<file path="src/rtl/datapath_sequencer_if.sv">
// Command handshake plus datapath control bundle between a command source,
// the sequencer and the Lab 5 datapath.
interface datapath_sequencer_if #(
  parameter int DATA_W = 16,
  parameter int IMM_W  = 8
);
  logic              cmd_valid;
  logic              cmd_ready;
  logic [1:0]        cmd_kind;
  logic [1:0]        cmd_aluop;
  logic [2:0]        cmd_rd;
  logic [2:0]        cmd_rn;
  logic [2:0]        cmd_rm;
  logic [1:0]        cmd_shift;
  logic [IMM_W-1:0]  cmd_imm;

  logic              busy;
  logic              done;
  logic [2:0]        readnum;
  logic [2:0]        writenum;
  logic              vsel;
  logic              loada;
  logic              loadb;
  logic              asel;
  logic              bsel;
  logic [1:0]        shift;
  logic [1:0]        ALUop;
  logic              loadc;
  logic              loads;
  logic              write;
  logic [DATA_W-1:0] datapath_in;

  modport master (
    output cmd_valid, cmd_kind, cmd_aluop, cmd_rd, cmd_rn, cmd_rm, cmd_shift, cmd_imm,
    input  cmd_ready, busy, done, readnum, writenum, vsel, loada, loadb, asel, bsel,
           shift, ALUop, loadc, loads, write, datapath_in
  );

  modport slave (
    input  cmd_valid, cmd_kind, cmd_aluop, cmd_rd, cmd_rn, cmd_rm, cmd_shift, cmd_imm,
    output cmd_ready, busy, done, readnum, writenum, vsel, loada, loadb, asel, bsel,
           shift, ALUop, loadc, loads, write, datapath_in
  );
endinterface

</file>
<file path="src/rtl/datapath_sequencer.sv">
// Command-driven FSM stepping the Lab 5 datapath through read, execute and writeback.
// Build option SEQ_IMM_SEXT_EN: sign-extend the MOVI immediate instead of zero-extending.
module datapath_sequencer #(
  parameter int DATA_W = 16,
  parameter int IMM_W  = 8
) (
  input  logic                 clk,
  input  logic                 reset,
  datapath_sequencer_if.slave  bus
);
  localparam logic [2:0] S_IDLE  = 3'd0;
  localparam logic [2:0] S_LOADA = 3'd1;
  localparam logic [2:0] S_LOADB = 3'd2;
  localparam logic [2:0] S_EXEC  = 3'd3;
  localparam logic [2:0] S_WRITE = 3'd4;

  localparam logic [1:0] K_MOVI = 2'b00;
  localparam logic [1:0] K_MOV  = 2'b01;
  localparam logic [1:0] K_ALU  = 2'b10;
  localparam logic [1:0] K_CMP  = 2'b11;

  localparam int PAD_W = DATA_W - IMM_W;

  logic [2:0]       state_q, state_d;
  logic             done_q, done_d;
  logic [1:0]       kind_q, aluop_q, shift_q;
  logic [2:0]       rd_q, rn_q, rm_q;
  logic [IMM_W-1:0] imm_q;
  logic             accept;
  logic [DATA_W-1:0] imm_ext;

  assign accept = bus.cmd_valid && (state_q == S_IDLE);

`ifdef SEQ_IMM_SEXT_EN
  assign imm_ext = {{PAD_W{imm_q[IMM_W-1]}}, imm_q};
`else
  assign imm_ext = {{PAD_W{1'b0}}, imm_q};
`endif

  always_comb begin
    state_d = state_q;
    done_d  = 1'b0;
    case (state_q)
      S_IDLE: begin
        if (accept) begin
          case (bus.cmd_kind)
            K_MOVI:  state_d = S_WRITE;
            K_MOV:   state_d = S_LOADB;
            default: state_d = S_LOADA;
          endcase
        end
      end
      S_LOADA: state_d = S_LOADB;
      S_LOADB: state_d = S_EXEC;
      S_EXEC: begin
        // CMP only updates status flags, so it finishes without a writeback
        if (kind_q == K_CMP) begin
          state_d = S_IDLE;
          done_d  = 1'b1;
        end else begin
          state_d = S_WRITE;
        end
      end
      S_WRITE: begin
        state_d = S_IDLE;
        done_d  = 1'b1;
      end
      default: state_d = S_IDLE;
    endcase
  end

  always_ff @(posedge clk or posedge reset) begin
    if (reset) begin
      state_q <= S_IDLE;
      done_q  <= 1'b0;
      kind_q  <= 2'b00;
      aluop_q <= 2'b00;
      shift_q <= 2'b00;
      rd_q    <= 3'd0;
      rn_q    <= 3'd0;
      rm_q    <= 3'd0;
      imm_q   <= '0;
    end else begin
      state_q <= state_d;
      done_q  <= done_d;
      if (accept) begin
        kind_q  <= bus.cmd_kind;
        aluop_q <= bus.cmd_aluop;
        shift_q <= bus.cmd_shift;
        rd_q    <= bus.cmd_rd;
        rn_q    <= bus.cmd_rn;
        rm_q    <= bus.cmd_rm;
        imm_q   <= bus.cmd_imm;
      end
    end
  end

  assign bus.cmd_ready = (state_q == S_IDLE);
  assign bus.busy      = (state_q != S_IDLE);
  assign bus.done      = done_q;

  always_comb begin
    bus.readnum     = 3'd0;
    bus.writenum    = 3'd0;
    bus.vsel        = 1'b0;
    bus.loada       = 1'b0;
    bus.loadb       = 1'b0;
    bus.asel        = 1'b0;
    bus.bsel        = 1'b0;
    bus.shift       = 2'b00;
    bus.ALUop       = 2'b00;
    bus.loadc       = 1'b0;
    bus.loads       = 1'b0;
    bus.write       = 1'b0;
    bus.datapath_in = '0;
    case (state_q)
      S_LOADA: begin
        bus.readnum = rn_q;
        bus.loada   = 1'b1;
      end
      S_LOADB: begin
        bus.readnum = rm_q;
        bus.loadb   = 1'b1;
      end
      S_EXEC: begin
        bus.shift = shift_q;
        case (kind_q)
          K_MOV: begin
            // asel zeroes the A operand so ADD passes shifted B through
            bus.asel  = 1'b1;
            bus.loadc = 1'b1;
          end
          K_ALU: begin
            bus.ALUop = aluop_q;
            bus.loadc = 1'b1;
            bus.loads = 1'b1;
          end
          K_CMP: begin
            bus.ALUop = 2'b01;
            bus.loads = 1'b1;
          end
          default: ;
        endcase
      end
      S_WRITE: begin
        bus.writenum = rd_q;
        bus.write    = 1'b1;
        if (kind_q == K_MOVI) begin
          bus.vsel        = 1'b1;
          bus.datapath_in = imm_ext;
        end
      end
      default: ;
    endcase
  end
endmodule

</file>
<file path="src/flat_wrapper.sv">
// flat-port wrapper written by rule: the top's interface ports become plain ports
module datapath_sequencer_flat 
#(
  parameter int DATA_W = 16,
  parameter int IMM_W  = 8
)
  (clk, reset, bus_cmd_valid, bus_cmd_kind, bus_cmd_aluop, bus_cmd_rd, bus_cmd_rn, bus_cmd_rm, bus_cmd_shift, bus_cmd_imm, bus_cmd_ready, bus_busy, bus_done, bus_readnum, bus_writenum, bus_vsel, bus_loada, bus_loadb, bus_asel, bus_bsel, bus_shift, bus_ALUop, bus_loadc, bus_loads, bus_write, bus_datapath_in);
  datapath_sequencer_if #(.DATA_W(DATA_W), .IMM_W(IMM_W)) bus_i ();
  input  logic clk;
  input  logic reset;
  input wire logic [$bits(bus_i.cmd_valid)-1:0] bus_cmd_valid;
  input wire logic [$bits(bus_i.cmd_kind)-1:0] bus_cmd_kind;
  input wire logic [$bits(bus_i.cmd_aluop)-1:0] bus_cmd_aluop;
  input wire logic [$bits(bus_i.cmd_rd)-1:0] bus_cmd_rd;
  input wire logic [$bits(bus_i.cmd_rn)-1:0] bus_cmd_rn;
  input wire logic [$bits(bus_i.cmd_rm)-1:0] bus_cmd_rm;
  input wire logic [$bits(bus_i.cmd_shift)-1:0] bus_cmd_shift;
  input wire logic [$bits(bus_i.cmd_imm)-1:0] bus_cmd_imm;
  output wire logic [$bits(bus_i.cmd_ready)-1:0] bus_cmd_ready;
  output wire logic [$bits(bus_i.busy)-1:0] bus_busy;
  output wire logic [$bits(bus_i.done)-1:0] bus_done;
  output wire logic [$bits(bus_i.readnum)-1:0] bus_readnum;
  output wire logic [$bits(bus_i.writenum)-1:0] bus_writenum;
  output wire logic [$bits(bus_i.vsel)-1:0] bus_vsel;
  output wire logic [$bits(bus_i.loada)-1:0] bus_loada;
  output wire logic [$bits(bus_i.loadb)-1:0] bus_loadb;
  output wire logic [$bits(bus_i.asel)-1:0] bus_asel;
  output wire logic [$bits(bus_i.bsel)-1:0] bus_bsel;
  output wire logic [$bits(bus_i.shift)-1:0] bus_shift;
  output wire logic [$bits(bus_i.ALUop)-1:0] bus_ALUop;
  output wire logic [$bits(bus_i.loadc)-1:0] bus_loadc;
  output wire logic [$bits(bus_i.loads)-1:0] bus_loads;
  output wire logic [$bits(bus_i.write)-1:0] bus_write;
  output wire logic [$bits(bus_i.datapath_in)-1:0] bus_datapath_in;
  assign bus_i.cmd_valid = bus_cmd_valid;
  assign bus_i.cmd_kind = bus_cmd_kind;
  assign bus_i.cmd_aluop = bus_cmd_aluop;
  assign bus_i.cmd_rd = bus_cmd_rd;
  assign bus_i.cmd_rn = bus_cmd_rn;
  assign bus_i.cmd_rm = bus_cmd_rm;
  assign bus_i.cmd_shift = bus_cmd_shift;
  assign bus_i.cmd_imm = bus_cmd_imm;
  assign bus_cmd_ready = bus_i.cmd_ready;
  assign bus_busy = bus_i.busy;
  assign bus_done = bus_i.done;
  assign bus_readnum = bus_i.readnum;
  assign bus_writenum = bus_i.writenum;
  assign bus_vsel = bus_i.vsel;
  assign bus_loada = bus_i.loada;
  assign bus_loadb = bus_i.loadb;
  assign bus_asel = bus_i.asel;
  assign bus_bsel = bus_i.bsel;
  assign bus_shift = bus_i.shift;
  assign bus_ALUop = bus_i.ALUop;
  assign bus_loadc = bus_i.loadc;
  assign bus_loads = bus_i.loads;
  assign bus_write = bus_i.write;
  assign bus_datapath_in = bus_i.datapath_in;
  datapath_sequencer #(.DATA_W(DATA_W), .IMM_W(IMM_W)) u_core (.clk(clk), .reset(reset), .bus(bus_i));
endmodule
</file>
<file path="config.mk">
export PLATFORM = sky130hd
export DESIGN_NAME = datapath_sequencer_flat
export DESIGN_NICKNAME = d
export VERILOG_FILES = /design/src/rtl/datapath_sequencer_if.sv /design/src/rtl/datapath_sequencer.sv /design/src/flat_wrapper.sv
export SDC_FILE = /design/constraint.sdc
export NUM_CORES = 1
export LEC_CHECK = 0
export BUFFER_PORTS_ARGS = -buffer_cell sky130_fd_sc_hd__buf_2
export CAP_MARGIN = 30
export CORE_MARGIN = 1.5
export CORE_UTILIZATION = 50
export DETAILED_ROUTE_END_ITERATION = 12
export PLACE_DENSITY = 0.84
export SYNTH_ARGS = -nofsm -noshare
export SYNTH_HDL_FRONTEND = slang
export SYNTH_SLANG_ARGS = --single-unit
</file>
<file path="constraint.sdc">
create_clock -name clk -period 2.86 [get_ports clk]
set_input_delay 0.286 -clock clk [delete_from_list [all_inputs] [get_ports clk]]
set_output_delay 0.286 -clock clk [all_outputs]
set_load 0.01 [all_outputs]
</file>
# [Word-level counts from Yosys, hierarchy flattened]
# Index checks and enable logic that the tools add are counted.
[op_classes] magnitude_cmp=0 n_mul=0 bitwise=0 shift=0 n_div=0 mux=24 reduce_logical=7 addsub=0 eq_ne=9
[op_table] op="two-way mux 16 bit" n=1
[op_table] op="two-way mux 1 bit" n=12
[op_table] op="case mux 3 bit (2 select lines)" n=2
[op_table] op="case mux 3 bit (4 select lines)" n=1
[op_table] op="two-way mux 3 bit" n=3
[op_table] op="two-way mux 8 bit" n=1
[op_table] op="== test 3 x 2 -> 1 bit, second input constant" n=2
[op_table] op="== test 2 x 1 -> 1 bit, second input constant" n=2
[op_table] op="== test 2 bit, second input constant" n=2
[op_table] op="logical NOT 2 bit" n=2
[op_table] op="two-way mux 2 bit" n=2
[op_table] op="case mux 2 bit (2 select lines)" n=1
[op_table] op="OR reduction 2 bit" n=2
[op_table] op="== test 3 x 1 -> 1 bit, second input constant" n=1
[op_table] op="== test 3 bit, second input constant" n=1
[op_table] op="logical NOT 3 bit" n=1
[op_table] op="nonzero test 3 bit" n=1
[op_table] op="!= test 2 x 1 -> 1 bit, second input constant" n=1
[op_table] op="case mux 1 bit (2 select lines)" n=1
[op_table] op="logical AND 1 bit" n=1
[word_totals] romBits=0 latch_bits=0 in_bits=26 ramBits=0 out_inout_bits=37 register_bits=27 memories=0 wordCells=49

# [Logic depth before layout (Yosys ltp)]
# Gate-level depths: netlist of the first run.
[depth] depth_word=4 depth_mapped=5 mapped_depth_nobuf=4

# [Least setup slack after synthesis of the first run]
# Ideal clock, no wire load.
[synth_path] path_type="register -> output" start="register u_core.state_q[2]" end="output port bus_readnum[0]" n_path_buf=1 arrival_time_ns=1.337 path_stages_with_launch=4 t_required_ns=2.574 setup_slack_ns=1.237 path_cell_list="dfrtp_1 clkbuf_1 nor3b_1 a22o_1"
[synth_via] elab_chain_cells=2 word_cells_on_any_way=3 classes_between="eq/ne: 2; mux: 1"
[synth_rtl] element="start: declaration" line_no="datapath_sequencer.sv:24" rtl="logic [2:0] state_q, state_d;"
[synth_rtl] element="start signal: assignment" line_no="datapath_sequencer.sv:84" rtl="state_q <= state_d;"
[synth_rtl] element="== test 3 x 2 -> 1 bit or == test 3 x 1 -> 1 bit (tied branches)" line_no="datapath_sequencer.sv:116" rtl="case (state_q)"
[synth_rtl] element="case mux 3 bit (2 select lines) (*)" line_no="datapath_sequencer.sv:116"
[synth_rtl] element="end: declaration" line_no="flat_wrapper.sv:22" rtl="output wire logic [$bits(bus_i.readnum)-1:0] bus_readnum;"
# Mark *: on every way between the ends. The rest lies on a longest branch, timed or not.

# [Worst setup path after layout of the first run]
[layout_path] start="register u_core.state_q[2]" end="output port bus_datapath_in[6]"
[layout_via] elab_chain_cells=2
[layout_rtl] element="== test 3 bit" line_no="datapath_sequencer.sv:116"
[layout_rtl] element="two-way mux 16 bit" line_no="datapath_sequencer.sv:116"
[layout_rtl] element="end: declaration" line_no="flat_wrapper.sv:34" rtl="output wire logic [$bits(bus_i.datapath_in)-1:0] bus_datapath_in;"
# No other way between the ends.

==> results of run 1 <==
## worst max path at each step
stage,start,to,slack [ns],cells past startpoint
finish,u_core.state_q[2]$_DFFE_PP0P_,bus_datapath_in[6],0.80,4
global route,u_core.state_q[2]$_DFFE_PP0P_,bus_datapath_in[6],0.59,4
CTS,u_core.state_q[2]$_DFFE_PP0P_,bus_datapath_in[6],0.79,4
detailed placement,u_core.state_q[0]$_DFFE_PP0P_,u_core.kind_q[0]$_DFFE_PP0P_,0.91,3
global placement,u_core.state_q[0]$_DFFE_PP0P_,u_core.imm_q[5]$_DFFE_PP0P_,0.98,3
floorplan,u_core.state_q[2]$_DFFE_PP0P_,bus_readnum[0],1.24,3
## area by class of cell
type	count	area, µm²	share of cell area
clock inverters	1	7.51	0.00442
repair buffers	57	318	0.187
flip-flops and latches	27	676	0.398
multi-input cells	76	621	0.366
clock buffers	3	22.5	0.0133
inverters	4	15.0	0.00885
well taps	30	37.5	0.0221
## placed cells by master (no fill, tap or decap)
cell / instances
buf_2: 53
dfrtp_1: 27
mux2_2: 20
and2_1: 13
conb_1: 9
nor2_1: 4
inv_1: 4
a22o_1: 4
and3_1: 4
ha_1: 4
a21oi_1: 3
mux2_1: 3
clkbuf_4: 3
nand3b_1: 2
nor3b_1: 2
buf_4: 2
nor4b_4: 1
nor3_1: 1
a21o_1: 1
or3_1: 1
nor4bb_1: 1
and3b_1: 1
or3b_2: 1
o22ai_1: 1
clkinvlp_4: 1
dlygate4sd3_1: 1
buf_16: 1
## sequential cells by signal (all words and copies together) (netlist names), 2 cells and up
| name | flops |
|---|---|
| u_core.imm_q | 8 |
| u_core.rd_q | 3 |
| u_core.rm_q | 3 |
| u_core.rn_q | 3 |
| u_core.state_q | 3 |
| u_core.aluop_q | 2 |
| u_core.kind_q | 2 |
| u_core.shift_q | 2 |
## kinds of logic (layout without fill, tap and decap cells)
| group | count (synthesis) | after routing | share of synthesized area |
|---|---|---|---|
| compound gates | 9 | 9 | 0.0457 |
| fa+ha+maj | 4 | 4 | 0.0358 |
| buf+inv | 19 | 65 | 0.0940 |
| flops | 27 | 27 | 0.483 |
| mux | 23 | 23 | 0.185 |
| other cells | 1 | 9 | 0.00268 |
| simple gates | 31 | 31 | 0.153 |
## per-layer routing
layer  track usage  vias up
met3        0.0395        4
met5             0        -
met2         0.306       46
li1              -      486
met4        0.0646        0
met1         0.250      480
## where the power goes
part	switching [mW]	internal [mW]	leakage, nW
sequential	0.156	0.575	0.322
clock	0.112	0.0534	0.0139
combinational	0.316	0.381	0.570
## metrics by stage
stage | hold WS [ns] | total power, mW | cells | utilization
CTS | 0.156 | 1.61 | 198 | 0.661
finish | 0.169 | 1.59 | 198 | 0.661
global route | 0.140 | 1.72 | 198 | 0.661
floorplan | 0.339 | 1.25 | 122 | -
detailed placement | 0.285 | 1.44 | 193 | 0.645
global placement | 0.461 | 1.39 | 192 | 0.635
## repair_timing
item	4_1_cts	5_1_grt
hold buffers	1	0
setup endpoints to repair	0	0
hold endpoints to repair	7	0
## worst max-delay path: cells and delay by family, from the launching register on
kind	cells	cell delay [ns]
simple gates	2	0.51
buf+inv	2	0.34
flops	1	0.61
==> impl_metrics.csv, run 1 <==
group,metric,value,unit
outcome,outcome,"complete, no violations",
drt,routed.top_layer,"met4",
cts,cts_resized,0,
cts,clock-sinks,27,
grt,grt_usage,0.188,
cts,clkLatencyLatePin,0.32,ns
synth,synth_cell_types,24,
cts,cts_made_buffers,3,
layout,diodes,0,
drt,met1_length,1.19,mm
grt,grt_pass1_wl,4.64,mm
timing,fin_tns_setup,0,ns
place,detailed_place_hpwl,2.10,mm
timing,setup_ws,0.803,ns
synth,synth_seq_cells,27,
layout,fin_area,1700,µm²
floorplanning,die_w,55.9,µm
timing,finalHoldViolations,0,
layout,fillers,205,
drt,route.met2.wl,1.30,mm
setup_path,worstPathArrival,1.77,ns
timing,clock.fmax,486,MHz
setup_path,crit_slowest_cell,"dfrtp_1",
setup_path,r2r_cells,3,
synth,ys.flop_type,"dfrtp_1",
run,drv_cap,0,
layout,drive_gt1_frac,0.488,
cts,post_cts_buffers,0,
power,p_per_area,939,nW/µm²
layout,synthToLayoutAreaGrowth,21.4,%
setup_path,crit_path_cell_trace,"nor4bb_1 -> buf_4 -> and2_1 -> buf_2",
timing,slew_headroom,0.571,
drt,postRouteAntennaNets,0,
grt,grt_overflow,0,
hold_path,holdPathStages,2,
hold_path,hold_start,"bus_cmd_imm[2]",
place,gp_congestion,0.719,
cts,clockRootBuffer,"clkbuf_4",
drt,vias_per_cell,5.13,
setup_path,cp-end-kind,"output pin",
drt,vias,1016,
timing,rsz0062_at_grt,"no",
grt,grt_antenna_before_repair,0,
cts,clkTransAtPathRegs,0.15,ns
setup_path,r2r-start,"u_core.state_q[1]$_DFFE_PP0P_",
synth,yosys.area.top_type_share,0.483,
synth,postSynthAreaPerCell,12.3,µm²
floorplanning,die-area,3120,µm²
grt,grt_pass1_vias,1043,
cts,tritoncts,"built",
timing,fin_crit,2.06,ns
drt,drc,0,
synth,synth-edff-count,0,
setup_path,critical_path_class,"reg2out",
setup_path,required,2.57,ns
synth,yosysTopAreaCell,"dfrtp_1",
place,place_ws,0.907,ns
drt,wl_per_cell,13.7,µm
synth,synthCells,114,
setup_path,cp_slowest_stage_delay,0.61,ns
layout,fin_nets,199,
power,power.leakage,0.907,nW
power,peakVddDrop,0.000549,V
floorplanning,core_area,2570,µm²
synth,synth_commonest_cells,"dfrtp_1 (27), mux2_2 (20), and2_1 (13)",
floorplanning,floorplan.initialDensity,0.544,
place,portBuffers,53,
synth,synth.most_common_cell,"dfrtp_1",
timing,drv_slew,0,
floorplanning,std_cell_rows,18,
grt,grt_max_degree,21,
setup_path,worstReg2RegEnd,"u_core.kind_q[0]$_DFFE_PP0P_",
drt,drt_iter0_drc,21,
drt,first_pass_iters,4,
timing,fin_crit_sh,0.719,
synth,async_reset_ff_frac,1.00,
setup_path,cp_max_fo,14,
setup_path,startpoint_type,"register",
drt,route.met3.wl,195,µm
synth,synth_seq_area_share,0.483,
hold_path,holdCritPathClass,"in2reg",
synth,synth_area_leaders,"dfrtp_1 (48%), mux2_2 (16%), and2_1 (5.8%)",
timing,fin_worst_skew,0.00454,ns
setup_path,rrSetupSlack,0.87,ns
synth,yosys_warnings,0,
synth,synthesis.area,1400,µm²
floorplanning,fp.dieH,55.9,µm
timing,worst_pin_slew,0.641,ns
timing,finalSetupViolCount,0,
floorplanning,io_pins,63,
cts,ctsLongestPathBuffers,2,
drt,wl,2.71,mm
place,place_area,1660,µm²
hold_path,hold_path_end,"u_core.imm_q[2]$_DFFE_PP0P_",
cts,cts_max_level,1,
No activity file was read; power rests on OpenSTA's default activity.
==> inputs of run 2 (changes only) <==
Settings changed: CORE_UTILIZATION 50 to 46, PLACE_DENSITY 0.84 to 0.78.
Clock period 2.86 ns to 2.03 ns, I/O delays scaled along.
==> run 2 against run 1 <==
The flow now finishes with violations (DRC). Power increased by 42%. Final cell count increased by 1.0%. Register-to-register slack got worse by 0.47 ns. Critical path type unchanged. Largest cell class unchanged.
==> impl_metrics.csv, run 2 (synthesis gave the netlist of run 1 again) <==
group,metric,value,unit
place,gp_congestion,0.744,
floorplanning,fp.dieH,58.1,µm
setup_path,critical_path_class,"reg2out",
floorplanning,die-area,3380,µm²
grt,grt_pass1_wl,4.49,mm
drt,wl,2.67,mm
grt,grt_max_degree,28,
cts,cts_made_buffers,3,
cts,tritoncts,"built",
timing,rsz0062_at_grt,"no",
layout,finalNonFillerCells,200,
grt,met1_usage,0.224,
grt,top_usage_layer,"met2",
layout,postLayoutCoreUtil,0.598,
setup_path,crit_slowest_cell,"dfrtp_1",
layout,drive_gt1_frac,0.503,
drt,first_pass_iters,8,
layout,final_common_cell,"buf_2",
layout,synthToLayoutAreaGrowth,21.1,%
floorplanning,core_area,2830,µm²
setup_path,crit_path_cell_trace,"inv_1 -> ha_1 -> nor4bb_1 -> buf_4 -> and2_1 -> buf_2",
cts,clockRootBuffer,"clkbuf_4",
setup_path,required,1.83,ns
setup_path,cp_slowest_stage_delay,0.44,ns
timing,fin_crit_sh,0.921,
floorplanning,io_pins,63,
place,place_ws,0.426,ns
grt,grt_pass1_vias,992,
floorplanning,die_w,58.1,µm
drt,drt_iter0_drc,14,
grt,grt_usage,0.173,
cts,clock-sinks,27,
layout,layout_common_cells,"buf_2 (53), dfrtp_1 (26), mux2_2 (20)",
timing,holdWs,0.0975,ns
setup_path,path_delay_family,"flip-flops",
timing,fin_tns_setup,0,ns
cts,cts_max_level,1,
timing,fin_crit,1.87,ns
power,peakVddDrop,0.000735,V
grt,grt_overflow,0,
layout,top_register,"u_core.imm_q",
timing,finalSetupViolCount,0,
place,portBuffers,53,
setup_path,critPathBufInv,3,
drt,vias,1004,
setup_path,cp-end-kind,"output pin",
drt,vias_per_cell,5.02,
grt,met3_usage,0.0424,
cts,ctsLongestPathBuffers,2,
drt,postRouteAntennaNets,0,
cts,clkTransAtPathRegs,0.14,ns
floorplanning,floorplan.initialDensity,0.494,
outcome,violations,"DRC",
timing,finalHoldViolations,0,
floorplanning,std_cell_rows,19,
timing,drv_slew,0,
drt,wl_per_cell,13.3,µm
grt,grt_use_met2,0.291,
outcome,outcome,"finished, violations left",
drt,drc,4,
setup_path,worstPathArrival,1.67,ns
power,p_per_area,1330,nW/µm²
hold_path,holdCritPathClass,"in2reg",
cts,post_cts_buffers,0,
run,drv_cap,0,
layout,fin_nets,200,
grt,grt_antenna_before_repair,0,
layout,largest_register_ffs,8,
power,power.leakage,0.908,nW
place,detailed_place_hpwl,2.09,mm
setup_path,startpoint_type,"register",
timing,setup_ws,0.161,ns
layout,diodes,0,
place,dp.cells,195,
cts,clkLatencyLatePin,0.31,ns
timing,fin_worst_skew,0.00766,ns
timing,clock.fmax,535,MHz
setup_path,cp_max_fo,9,
[run 2: cell types whose count changed in the layout (fill, tap and decap cells not counted), sizes merged]
| cell | delta |
|---|---|
| clkinvlp | -1 |
| clkbuf | +1 |
| buf | +1 |
[run 2: layout make-up]
class | instances | area (µm²)
clock buffers | 4 | 26.3
multi-input cells | 76 | 631
inverters | 4 | 15.0
fillers | 242 | 1140
repair buffers | 58 | 305
well taps | 31 | 38.8
flip-flops and latches | 27 | 677
[run 2: worst paths after layout]
check | endpoint | slack (ns) | startpoint | cells past startpoint
worst max-delay path | bus_datapath_in[6] | 0.16 | u_core.kind_q[0]$_DFFE_PP0P_ | 6
min in group asynchronous | u_core.rm_q[1]$_DFFE_PP0P_ | 0.48 | reset | 4
worst max register to register | u_core.imm_q[7]$_DFFE_PP0P_ | 0.40 | u_core.state_q[0]$_DFFE_PP0P_ | 3
max in group asynchronous | u_core.state_q[2]$_DFFE_PP0P_ | 1.28 | reset | 4
worst min-delay path | u_core.rd_q[0]$_DFFE_PP0P_ | 0.1 | bus_cmd_rd[0] | 2
worst min register to register | u_core.imm_q[2]$_DFFE_PP0P_ | 0.50 | u_core.imm_q[2]$_DFFE_PP0P_ | 1
[run 2: report_power, final]
| part | switching [mW] | internal, mW | total (mW) |
|---|---|---|---|
| clock network | 0.147 | 0.0766 | 0.224 |
| registers | 0.227 | 0.812 | 1.04 |
| logic | 0.448 | 0.546 | 0.994 |
[run 2: stage by stage]
stage / total power, mW / area [µm²]
2_1_floorplan: 1.76 / 1430
3_3_place_gp: 1.97 / 1650
3_5_place_dp: 2.04 / 1650
4_1_cts: 2.26 / 1680
5_1_grt: 2.44 / 1690
6_report: 2.26 / 1690
[run 2: per-layer routing]
| layer | wire length, µm | vias to the layer above | share of wire |
|---|---|---|---|
| li1 | - | 479 | - |
| met3 | 178 | 2 | 0.067 |
| met5 | 0 | - | 0 |
| met4 | 13 | 0 | 0.0049 |
| met1 | 1130 | 485 | 0.42 |
| met2 | 1350 | 38 | 0.51 |
[run 2: repair_timing]
action	CTS	global route
gates resized for setup	0	3
hold buffers	1	0
endpoints found under the hold margin	27	0
setup endpoints to repair	0	11
[run 2: worst reg2reg max path, delay by kind of cell, from the launching register on]
kind,cells,cell delay (ns)
buffers and inverters,1,0.30
and+or+nand+nor,1,0.33
DFF,1,0.52
muxes,1,0.38
==> inputs of run 3 (changes only) <==
Settings changed: ABC_AREA set to 1, CORE_UTILIZATION 46 to 47, PLACE_DENSITY 0.78 to 0.79.
==> run 3 against run 2 <==
The run now ends clean. Worst hold slack got worse by 0.022 ns. Clock skew is 0.0019 ns lower. Wire length rose by 10%. Highest routed layer unchanged. Final cell count up 49%. Setup slack improved by 0.097 ns. Area after synthesis rose by 6.0%. Design area rose by 3.5%. Non-clock buffer count fell by 3. Critical path depth fell by 1. Via count grew 31%. Sequential share of layout area decreased by 1.4 points.
==> impl_metrics.csv, run 3 <==
group,metric,value,unit
outcome,outcome,"complete, no violations",
floorplanning,io_pins,63,
synth,yosys.area.top_type_share,0.456,
timing,worst_pin_slew,0.521,ns
drt,drt_iter0_drc,56,
layout,fin_nets,285,
cts,clkTransAtPathRegs,0.14,ns
layout,final_common_cell,"nand2_1",
synth,ys.flop_type,"dfrtp_1",
synth,postSynthAreaPerCell,7.33,µm²
timing,rsz0062_at_grt,"no",
timing,finalSetupViolCount,0,
cts,tritoncts,"built",
place,detailed_place_hpwl,2.22,mm
grt,grt_max_degree,28,
place,gp_congestion,0.828,
drt,postRouteAntennaNets,0,
timing,finalHoldViolations,0,
grt,grt_usage,0.180,
floorplanning,fp.dieH,59.1,µm
synth,synth_cell_types,17,
drt,drc,0,
floorplanning,die-area,3500,µm²
cts,ctsLongestPathBuffers,2,
synth,synth_seq_area_share,0.456,
cts,cts_made_buffers,3,
setup_path,cp-end-kind,"output pin",
synth,synth_commonest_cells,"nand2_1 (93), dfrtp_1 (27), nor2_1 (25)",
layout,top_register,"u_core.imm_q",
power,finalPower,2.28,mW
grt,grt_pass1_vias,1141,
layout,synthToLayoutAreaGrowth,18.2,%
cts,clockRootBuffer,"clkbuf_4",
power,p_per_area,1300,nW/µm²
synth,synthesis.area,1480,µm²
synth,synth-edff-count,0,
synth,yosys_warnings,0,
run,drv_cap,0,
timing,clock.fmax,564,MHz
cts,cts_max_level,1,
setup_path,cp_max_fo,9,
layout,diodes,0,
floorplanning,std_cell_rows,20,
timing,fin_worst_skew,0.00576,ns
layout,layout_common_cells,"nand2_1 (93), buf_2 (53), dfrtp_1 (27)",
setup_path,startpoint_type,"register",
setup_path,worstPathArrival,1.57,ns
power,power.leakage,1.09,nW
synth,yosysTopAreaCell,"dfrtp_1",
timing,fin_crit,1.77,ns
power,peakVddDrop,0.000637,V
synth,synthCells,202,
synth,synth.most_common_cell,"nand2_1",
cts,clkLatencyLatePin,0.31,ns
timing,fin_crit_sh,0.873,
drt,first_pass_iters,4,
floorplanning,core_area,3030,µm²
hold_path,holdCritPathClass,"in2reg",
layout,fillers,326,
floorplanning,die_w,59.1,µm
drt,wl_per_cell,9.87,µm
cts,cts_resized,0,
layout,largest_register_ffs,8,
cts,clock-sinks,27,
setup_path,critical_path_class,"reg2out",
timing,fin_tns_setup,0,ns
layout,drive_gt1_frac,0.260,
setup_path,required,1.83,ns
synth,async_reset_ff_frac,1.00,
floorplanning,floorplan.initialDensity,0.489,
drt,vias,1317,
synth,synth_area_leaders,"dfrtp_1 (46%), nand2_1 (24%), nor2_1 (6.3%)",
drt,wl,2.94,mm
timing,drv_slew,0,
grt,grt_pass1_wl,4.84,mm
synth,synth_seq_cells,27,
drt,vias_per_cell,4.42,
grt,grt_overflow,0,
timing,slew_headroom,0.652,
place,portBuffers,53,
grt,grt_antenna_before_repair,0,
[run 3: changes by cell type after synthesis, moves of 3 or more]
| cell | before | now |
|---|---|---|
| nor2_1 | 4 | 25 |
| o21ai_0 | 0 | 3 |
| a22o_1 | 4 | 0 |
| mux2_1 | 3 | 0 |
| inv_1 | 4 | 21 |
| and2_1 | 13 | 0 |
| mux2_2 | 20 | 0 |
| and3_1 | 4 | 0 |
| nand2_1 | 0 | 93 |
[run 3: logic make-up (layout without fill, tap and decap cells)]
logic type | Yosys count | count (layout) | share of synthesized area
compound gates | 5 | 5 | 0.0169
fa+ha+maj | 4 | 4 | 0.0338
buf+inv | 38 | 82 | 0.142
flops | 27 | 27 | 0.456
other cells | 1 | 9 | 0.00253
simple gates | 127 | 127 | 0.349
[run 3: final timing paths]
check / slack (ns) / end / depth (start not counted) / from
min in group asynchronous: 0.46 / u_core.rn_q[2]$_DFFE_PP0P_ / 4 / reset
max reg2reg: 0.62 / u_core.imm_q[3]$_DFFE_PP0P_ / 5 / u_core.state_q[0]$_DFFE_PP0P_
max: 0.26 / bus_datapath_in[3] / 5 / u_core.kind_q[0]$_DFFE_PP0P_
min reg2reg: 0.49 / u_core.rd_q[1]$_DFFE_PP0P_ / 2 / u_core.rd_q[1]$_DFFE_PP0P_
max in group asynchronous: 1.31 / u_core.imm_q[4]$_DFFE_PP0P_ / 4 / reset
min: 0.08 / u_core.rm_q[1]$_DFFE_PP0P_ / 3 / bus_cmd_rm[1]
[run 3: through the flow]
step / area (µm²) / hold WS, ns / cells / utilization / worst slack (ns)
after global placement: 1720 / 0.277 / 293 / 0.567 / 0.652
after detailed placement: 1720 / 0.277 / 293 / 0.567 / 0.590
after CTS: 1750 / 0.0647 / 298 / 0.579 / 0.238
after floorplan: 1510 / 0.256 / 210 / - / 0.715
after global routing: 1750 / 0.0619 / 298 / 0.579 / 0.119
final: 1750 / 0.0756 / 298 / 0.579 / 0.257
[run 3: per-layer routing]
layer | wire, µm | vias up | part of all wire | global-route usage
met4 | 27 | 0 | 0.0092 | 0.0584
li1 | - | 671 | - | -
met2 | 1490 | 39 | 0.51 | 0.321
met3 | 113 | 2 | 0.038 | 0.0153
met5 | 0 | - | 0 | 0
met1 | 1310 | 605 | 0.44 | 0.229
[run 3: cell type report]
cell class | instances | area, µm² | share of cell area
multi-input cells | 145 | 626 | 0.357
repair buffers | 55 | 283 | 0.161
inverters | 23 | 86.3 | 0.0493
well taps | 44 | 55.1 | 0.0314
clock buffers | 4 | 26.3 | 0.0150
flip-flops and latches | 27 | 676 | 0.386
[run 3: power breakdown]
group          switching [mW]  internal (mW)
Clock                   0.146         0.0767
Combinational           0.713          0.385
Sequential              0.165          0.792
Total                    1.02           1.25
[run 3: worst max-delay path, cell delays in order, from the launching register on]
cell	delay [ns]
dfrtp_1	0.44
inv_1	0.10
ha_1	0.37
nand2_1	0.11
nor2_1	0.11
buf_2	0.13
[run 3: repair_timing]
item,in CTS,in global routing
endpoints found under the hold margin,27,0
setup endpoints to repair,0,0
buffers inserted,0,0
hold buffers,1,0
